`src/rtl/i2s_audio_tx.sv`:
```
// rtl/i2s_audio_tx.sv - I2S stereo transmitter with fractional bit clock and one-entry sample holding register
module i2s_audio_tx #(
  parameter int CLK_HZ      = 32000000,
  parameter int SAMPLE_RATE = 48000,
  parameter int ACC_W       = 27
) (
  input  logic        clk32,
  input  logic        reset,
  input  logic        enable,
  input  logic        mute,
  input  logic [15:0] sample_l,
  input  logic [15:0] sample_r,
  input  logic        sample_valid,
  output logic        sample_ready,
  output logic        hp_bck,
  output logic        hp_ws,
  output logic        hp_din,
  output logic        frame_start,
  output logic [7:0]  underrun_cnt
);

  localparam logic [ACC_W-1:0] INC   = ACC_W'(64 * SAMPLE_RATE);
  localparam logic [ACC_W-1:0] LIMIT = ACC_W'(CLK_HZ);

  logic [ACC_W-1:0] acc;
  logic [ACC_W-1:0] acc_sum;
  logic             toggle;
  logic             fall;
  logic             load;
  logic [4:0]       slot;
  logic [4:0]       slot_nxt;
  logic             hold_full;
  logic [31:0]      hold_data;
  logic [31:0]      frame_data;
  logic [31:0]      frame_nxt;

  // Bresenham step: the accumulator carries the fractional remainder so the
  // average toggle rate is exactly INC/LIMIT of clk32.
  always_comb begin
    acc_sum   = acc + INC;
    toggle    = (acc_sum >= LIMIT);
    fall      = toggle && hp_bck;
    slot_nxt  = slot + 5'd1;
    load      = fall && (slot_nxt == 5'd0);
    frame_nxt = frame_data;
    if (load) begin
      frame_nxt = hold_full ? hold_data : 32'd0;
    end
  end

  assign sample_ready = enable && !hold_full;

  always_ff @(posedge clk32 or posedge reset) begin
    if (reset) begin
      acc          <= '0;
      hp_bck       <= 1'b0;
      hp_ws        <= 1'b0;
      hp_din       <= 1'b0;
      frame_start  <= 1'b0;
      slot         <= 5'd31;
      hold_full    <= 1'b0;
      hold_data    <= '0;
      frame_data   <= '0;
      underrun_cnt <= '0;
    end else if (!enable) begin
      acc          <= '0;
      hp_bck       <= 1'b0;
      hp_ws        <= 1'b0;
      hp_din       <= 1'b0;
      frame_start  <= 1'b0;
      slot         <= 5'd31;
      hold_full    <= 1'b0;
      hold_data    <= '0;
      frame_data   <= '0;
      underrun_cnt <= '0;
    end else begin
      acc         <= toggle ? (acc_sum - LIMIT) : acc_sum;
      frame_start <= load;
      frame_data  <= frame_nxt;
      if (toggle) begin
        hp_bck <= ~hp_bck;
      end
      // WS runs one slot ahead of the data so it changes before each word's MSB.
      if (fall) begin
        slot  <= slot_nxt;
        hp_ws <= (slot_nxt >= 5'd15) && (slot_nxt != 5'd31);
      end
      if (mute) begin
        hp_din <= 1'b0;
      end else if (fall) begin
        hp_din <= frame_nxt[5'd31 - slot_nxt];
      end
      // A capture coinciding with a load is not bypassed; it waits for the next frame.
      if (load && hold_full) begin
        hold_full <= 1'b0;
      end else if (sample_valid && sample_ready) begin
        hold_full <= 1'b1;
        hold_data <= {sample_l, sample_r};
      end
      if (load && !hold_full && (underrun_cnt != 8'hFF)) begin
        underrun_cnt <= underrun_cnt + 8'd1;
      end
    end
  end

endmodule

```
`config.mk`:
```
export PLATFORM = sky130hd
export DESIGN_NAME = i2s_audio_tx
export DESIGN_NICKNAME = d
export VERILOG_FILES = /design/src/rtl/i2s_audio_tx.sv
export SDC_FILE = /design/constraint.sdc
export NUM_CORES = 1
export LEC_CHECK = 0
export ABC_AREA = 1
export BUFFER_PORTS_ARGS = -buffer_cell sky130_fd_sc_hd__buf_2
export CORE_MARGIN = 3
export CORE_UTILIZATION = 25
export DETAILED_ROUTE_END_ITERATION = 7
export PLACE_DENSITY_LB_ADDON = 0.25
export SYNTH_ARGS = -nofsm -noshare
export SYNTH_HDL_FRONTEND = slang
export SYNTH_SLANG_ARGS = --single-unit
```
`constraint.sdc`:
```
create_clock -name clk32 -period 3.08 [get_ports clk32]
set_clock_uncertainty 0.1 [all_clocks]
set_input_delay 0.616 -clock clk32 [delete_from_list [all_inputs] [get_ports clk32]]
set_output_delay 0.616 -clock clk32 [all_outputs]
set_load 0.1 [all_outputs]
```
# After elaboration in Yosys (flattened, before gate mapping)
# Index checks and enable logic that the tools add are counted.
# op_classes
bitwise_logic,1
magnitude_cmp,3
n_reduce_logical,11
eq_ne,9
addsub,5
n_mux,25
# op_table
op,n
2-to-1 mux 32 bit,6
2-to-1 mux 27 bit,2
"adder 27 x 22 -> 27 bit, second input constant",1
"greater-or-equal comparator 27 x 25 -> 1 bit, second input constant",1
"subtractor 27 x 25 -> 27 bit, second input constant",1
2-to-1 mux 8 bit,2
2-to-1 mux 1 bit,12
2-to-1 mux 5 bit,2
"adder 8 x 1 -> 8 bit, second input constant",1
logical AND 1 bit,8
"inequality test 2 x 1 -> 1 bit, second input constant",4
"inequality test 8 bit, second input constant",1
"less-than comparator 5 x 6 -> 1 bit, second input constant",1
"inequality test 3 x 1 -> 1 bit, second input constant",2
"adder 5 x 1 -> 5 bit, second input constant",1
binary-select mux 1 bit (select 5 bit),1
"greater-or-equal comparator 5 x 4 -> 1 bit, second input constant",1
logical NOT 5 bit,1
"inequality test 5 bit, second input constant",1
"subtractor 5 bit, first input constant",1
"inequality test 2 bit, second input constant",1
AND reduction 2 bit,1
logical NOT 1 bit,1
NOT 1 bit,1
# word_totals
inputBits,37
output_inout_bits,13
ff_bits,109

# Longest topological paths before layout
# Gate-level depths: netlist of run 1.
# depth
depth_word,10
mapped_depth,25
depth_no_buf,25

# Worst setup path before layout of run 1
# No wires, ideal clock.
# synth_timing
kind,input -> output
startpoint,input port enable
endpoint,output port sample_ready
arrival_time_ns,2.179
t_required_ns,2.364
cell_stages,4
path_slack_ns,0.185
path_buffers,2
cell_sequence,clkbuf_1 inv_1 nor2_1 clkbuf_1
# synth_via
elab_chain_len,1
# synth_rtl
item,line,source
from (decl),9,"input logic enable,"
logical AND 1 bit,51,assign sample_ready = enable && !hold_full;
to (decl),14,"output logic sample_ready,"
# No other way between the ends.

# Worst setup path in the final report of run 1
# layout_timing
startpoint,register acc[14]
endpoint,register hp_din
# layout_via
elab_chain_len,10
word_cells_on_any_way,11
cone_classes,add/sub (1); order compare (1); eq/ne (1); mux (6); reduce/logical (2)
# layout_rtl
item,line,source
from (decl),25,logic [ACC_W-1:0] acc;
from (signal assigned),77,acc <= toggle ? (acc_sum - LIMIT) : acc_sum;
adder 27 x 22 -> 27 bit *,40,acc_sum = acc + INC;
greater-or-equal comparator 27 x 25 -> 1 bit *,41,toggle = (acc_sum >= LIMIT);
logical AND 1 bit *,42,fall = toggle && hp_bck;
logical AND 1 bit,44,load = fall && (slot_nxt == 5'd0);
2-to-1 mux 32 bit,46,if (load) begin
binary-select mux 1 bit (select 5 bit),91,hp_din <= frame_nxt[5'd31 - slot_nxt];
2-to-1 mux 1 bit (not written as such),91,
2-to-1 mux 1 bit,90,end else if (fall) begin
2-to-1 mux 1 bit,88,if (mute) begin
2-to-1 mux 1 bit,65,end else if (!enable) begin
to (signal assigned),91,
to (decl),17,"output logic hp_din,"
# Every way passes the cells marked *; elsewhere a longest branch is shown, timed or not. The select of a mux whose other input is x is not followed.
# A chain may end at the register's enable or synchronous reset.

==> impl_results.md, run 1 <==
* Critical path endpoint category: flop
* Yosys warning count at 0
* Final Max Slew Viols at 0
* Leading cell type in the layout, fill and taps excluded: nand2_1
* Final Setup Violations at 0
* Max Cap Viol at 0
* Final WL at 15600 microns
* CP top delay family: simple AND/OR/NAND/NOR gates
* Area Overhead vs Synth at 27.0%
* Clock Latency Late Sink at 0.35 ns
* CP endpoint: hp_din
* FILL cells at 2342
* Met3 WL post-DR at 622 microns
* Hold Crit Class: in2async
* Crit path depth at 25
* CP Class: reg2reg
* Dpl hpwl at 10600 microns
* TritonCTS Buffers at 9
* Layout cell share with drive strength beyond 1 at 24.5%
* Worst Path Buf+Inv at 3
* Fin crit share at 94.0%
* Non-filler cells, final at 1111
* Slowest stage cell, crit path: dfrtp_1
* Cell Pwr Density at 826 nW/um^2
* RR Startpoint: acc[14]
* Vias at 5174
* Avg Cell Area, Syn at 7.23 sq um
* CTS tree: yes
* Placer Congestion at 0.805
* I/O pins at 50
* CP arrival at 3.05 ns
* Setup TNS at 0 ns
* Max Clk Rate at 0.346 GHz
* Status: completed
* Top layer in use: met4
* Max FO, Critical Path at 6
* Number of core rows at 53
* Crit path largest cell delay at 0.42 ns
* CP Launch Type: flop
* Hold_ws at 0.235 ns
* Initial DRC count at 228
* Core Area at 21400 sq um
* Port bufs at 49
* Worst Tran Pin Value at 0.618 ns
* Via-to-Cell Ratio at 4.66
* GRT overflow at 0
* Synthesized Nets at 809
* Vias in the first global route at 4893
* Die Height at 155 microns
* Min Tclk post-route at 2.89 ns
* Async set-reset flop share out of synthesis at 100%
* Critical path origin: acc[14]
* First-pass GRT wire length at 24900 microns
* H-tree depth at 3
* Hold-fix buffers, CTS at 0
* Crit path required time at 3.23 ns
* Die ar. at 24000 sq um
* Met1 Routed Length at 7630 microns
* Antenna-violating nets left at 0
* Initial Util at 25.9%
* Total GRT Usage at 12.7%
* Initial antenna violation count at 0
* DP Cell Count at 1078
* CTS sink count at 98
* DRC Markers at 0
* Largest net degree at the start of global routing at 51
* Worst rel slew slack at 58.7%
* Most frequent cells in the layout: 181 x nand2_1, 127 x nand3_1, 89 x dfrtp_1, 62 x inv_1, 53 x nor2_1
* Reg2Reg Capture Point: hp_din
* Reg clk slew, reported paths at 0.07 ns
* Maximum vdd drop at 0.307 mV
* Final hold vios at 0
* Distinct cells, synth at 34
* Final #Nets at 876
* Worst reg-to-reg path cell count at 25
* Top_reg_cell synth: dfrtp_1
* Leakage at 3.47 nW
* Root buffer cell: clkbuf_16
* Post-synthesis sequential area ratio at 44.4%
* DRT Pass-1 Iters at 4
* Post-Synthesis Cell Area at 5530 sq um
* Clk buf depth at 2
* Wire length on met2 at 7040 microns
* R2R Setup Slk at 0.19 ns
* WL/cell at 14.0 microns
* Post-Synthesis Cells at 765
* Post-synth EDFFs at 0
* Diodes inserted at 0
* Chip Width at 155 microns
* Yosys reg bits at 98
-- area by class of cell --
type	instances	area (sq um)	share of cell area, %
Timing Repair Buffer	94	698	9.94
Clock buffer	10	239	3.40
Sequential cell	98	2460	35.1
Tap cell	275	344	4.90
Timing Repair inverter	1	5.00	0.0712
Multi-Input combinational cell	554	2910	41.4
Inverter	74	287	4.08
Clock inverter	5	78.8	1.12
-- stage by stage --
stage | total power (W) | utilization [%] | setup slack [ns] | cell area (sq um)
final | 0.00581 | 32.9 | 0.186 | 7030
after global placement | 0.00402 | 29.1 | 0.136 | 6220
after floorplan | 0.00332 | - | 0.185 | 5540
after detailed placement | 0.00401 | 29.1 | 0.109 | 6220
after global routing | 0.00624 | 32.9 | -0.0413 | 7030
after CTS | 0.00526 | 30.6 | 0.0844 | 6540
-- cells by family (layout without fill, tap and decap cells) --
logic type               Yosys count  in the layout  share of synthesized area, %
XOR/XNOR                           6              6                         0.950
buffers and inverters            115            184                          8.41
flip-flops                        98             98                          44.4
AO/OA/AOI/OAI                     66             66                          6.42
adder cells (fa/ha/maj)            7              7                          1.58
AND/OR/NAND/NOR                  473            475                          38.2
-- worst min-delay path by stage --
stage	cells after the start	endpoint	slack, ns
finish	2	hold_data[21]	0.24
global route	2	hold_data[21]	0.28
CTS	2	hold_data[20]	0.25
detailed placement	1	acc[11]	0.36
global placement	1	acc[11]	0.36
floorplan	1	acc[11]	0.34
-- power breakdown --
part	switching (W)	internal (W)
Clock	0.000493	0.000728
Sequential	0.000164	0.00147
Combinational	0.00190	0.00105
-- state kept, by name (all words and copies together) (netlist names) --
signal	count
frame_data	32
hold_data	32
acc	16
underrun_cnt	8
slot	5
frame_start	1
hold_full	1
hp_bck	1
hp_din	1
hp_ws	1
-- Yosys cell counts (all sizes together) (5+ instances only) --
cell type | count | area [sq um]
a21oi | 42 | 214
nand3 | 142 | 733
inv | 74 | 280
o21ai | 15 | 75.1
ha | 7 | 87.6
nor2 | 66 | 260
nor3 | 18 | 90.1
nand4 | 25 | 156
dfrtp | 93 | 2330
dfstp | 5 | 131
nand2 | 216 | 833
buf | 12 | 76.3
xor2 | 5 | 43.8
clkbuf | 29 | 109
-- repair_timing --
| item | in CTS | in global routing |
|---|---|---|
| buffers inserted | 0 | 13 |
| gates resized for setup | 0 | 87 |
| setup endpoints to repair | 0 | 9 |
-- metal layers --
layer | global-route usage (%) | vias to the layer above
met4 | 4.29 | 0
li1 | - | 2645
met3 | 1.62 | 18
met1 | 18.5 | 2409
met2 | 19.3 | 102
met5 | 0 | -
Power figures use the tool's default switching activity.
==> run 2: changes to the inputs <==
PLACE_DENSITY = 0.44   (was default)
PLACE_DENSITY_LB_ADDON = default   (was 0.25)
==> run 2 against run 1 <==
Non-clock buffer count is 3 higher. Via count up 0.29%. Sequential power about the same. Worst hold slack better by 0.048 ns. Final area decreased by 0.23%. Global-route usage up 1.2 points. Utilization fell by 0.076 points. Sequential share of layout area about the same. Critical path depth decreased by 1. Final cell count is 0.18% higher. Critical path type unchanged.
==> impl_results.md, run 2 (synthesis gave the netlist of run 1 again) <==
* Status: completed
* RSZ-0062 raised after global routing: true
* Hold_ws at 0.283 ns
* Comb pwr share at 49.7%
* Number of core rows at 53
* Via-to-Cell Ratio at 4.66
* Max FO, Critical Path at 7
* Final Setup Violations at 0
* Leakage at 3.48 nW
* Clock Latency Late Sink at 0.36 ns
* Max Clk Rate at 0.342 GHz
* Placer Congestion at 0.767
* Antenna-violating nets left at 0
* Crit path largest cell delay at 0.39 ns
* CP Class: reg2reg
* Die Height at 155 microns
* P_sw at 0.00258 W
* TritonCTS Buffers at 9
* Diodes inserted at 0
* DP Cell Count at 1081
* Slowest stage cell, crit path: dfrtp_1
* CP Launch Type: flop
* Area Overhead vs Synth at 26.7%
* Layout cell share with drive strength beyond 1 at 23.4%
* Worst rel slew slack at 46.1%
* Reg clk slew, reported paths at 0.07 ns
* Final Util at 32.8%
* Port bufs at 49
* Worst Path Buf+Inv at 4
* Hold-fix buffers, CTS at 0
* Crit-path cells: buf_4 -> nor2_4 -> nand2_4 -> nand2_4 -> nand2_1 -> nand2_2 -> nand2_2 -> nand2_2 -> nand3_4 -> nor2_4 -> nand2_2 -> nand3_4 -> nand3_4 -> clkbuf_16 -> nand2_1 -> nand3_1 -> nand2_1 -> inv_1 -> nand2_1 -> nand2_1 -> nand3_1 -> nand3_2 -> nand2_1 -> inv_1
* Worst Tran Pin Value at 0.809 ns
* Crit path required time at 3.23 ns
* Die ar. at 24000 sq um
* Reg2Reg Capture Point: hp_din
* Min Tclk post-route at 2.93 ns
* Max Cap Viol at 0
* First-pass GRT wire length at 26700 microns
* Largest net degree at the start of global routing at 51
* Final #Nets at 877
* Crit path depth at 24
* Vias at 5189
* Initial Util at 25.9%
* Final hold vios at 0
* Switch share at 43.9%
* CP top delay family: simple AND/OR/NAND/NOR gates
* Root buffer cell: clkbuf_16
* Seq pwr share at 27.5%
* Clock power share at 22.8%
* Hold Crit Class: in2async
* CP arrival at 3.07 ns
* DRC Markers at 0
* Final Max Slew Viols at 0
* Crit path top cell by count: nand2_1
* Clk buf depth at 2
* Cell Pwr Density at 840 nW/um^2
* I/O pins at 50
* Fin crit share at 95.0%
* Final WL at 16700 microns
* Leading cell type in the layout, fill and taps excluded: nand2_1
* CTS tree: yes
* Initial antenna violation count at 0
* Chip Width at 155 microns
* WL/cell at 15.0 microns
* Non-filler cells, final at 1113
* Critical path endpoint category: flop
* Maximum vdd drop at 0.284 mV
* GRT overflow at 0
* H-tree depth at 3
* Most frequent cells in the layout: 185 x nand2_1, 130 x nand3_1, 93 x dfrtp_1, 61 x inv_1, 49 x nor2_1
* Dpl hpwl at 11200 microns
* CTS sink count at 98
* Core Area at 21400 sq um
* Worst reg-to-reg path cell count at 24
* DRT Pass-1 Iters at 4
* R2R Setup Slk at 0.15 ns
* Largest regs: frame_data (32), hold_data (32), acc (16)
* Vias in the first global route at 5052
* Int Pwr at 0.00331 W
* RR Startpoint: acc[14]
* Setup TNS at 0 ns
* Initial DRC count at 274
* Total GRT Usage at 13.8%
==> run 2: worst reg2reg max path: cells and delay by family (launching register included) <==
kind	cells	cell delay [ns]
simple gates	20	1.87
buf+inv	4	0.47
flops	1	0.39
==> run 2: power groups by stage <==
stage | logic (W) | registers, W | clock network [W]
6_report | 0.00293 | 0.00162 | 0.00134
5_1_grt | 0.00325 | 0.00164 | 0.00142
4_1_cts | 0.00247 | 0.00161 | 0.00138
3_5_place_dp | 0.00246 | 0.00163 | 0
3_3_place_gp | 0.00247 | 0.00164 | 0
2_1_floorplan | 0.00161 | 0.00170 | 0
==> run 2: how the worst max path moves through the flow <==
stage	from	endpoint	slack, ns
after floorplan	enable	sample_ready	0.18
after global placement	acc[13]	hp_din	0.13
after detailed placement	acc[13]	hp_din	0.11
after CTS	acc[13]	hp_din	0.08
after global routing	acc[14]	hp_din	-0.05
final	acc[14]	hp_din	0.15
==> run 2: layout make-up <==
type	instances	area [sq um]
Fill cell	2364	14300
Clock inverter	7	121
Inverter	74	287
Multi-Input combinational cell	553	2840
Clock buffer	9	225
Timing Repair Buffer	97	734
Tap cell	275	344
Sequential cell	98	2460
==> run 2: timing repair <==
item | CTS | global route
resized for setup | 0 | 67
setup buffers | 0 | 12
endpoints found under the setup margin | 0 | 11
==> run 2: layer usage <==
metal / GRT usage [%] / vias up / routed length, microns
met5: 0 / - / 0
li1: - / 2645 / -
met2: 21.3 / 81 / 7470
met4: 4.84 / 0 / 240
met1: 20.0 / 2450 / 8660
met3: 1.82 / 13 / 328
==> run 2: metrics by stage <==
stage / power [W] / area [sq um] / setup WS (ns)
3_3_place_gp: 0.00411 / 6260 / 0.126
5_1_grt: 0.00632 / 7010 / -0.0547
6_report: 0.00589 / 7010 / 0.153
4_1_cts: 0.00545 / 6600 / 0.0771
2_1_floorplan: 0.00332 / 5540 / 0.185
3_5_place_dp: 0.00409 / 6260 / 0.107
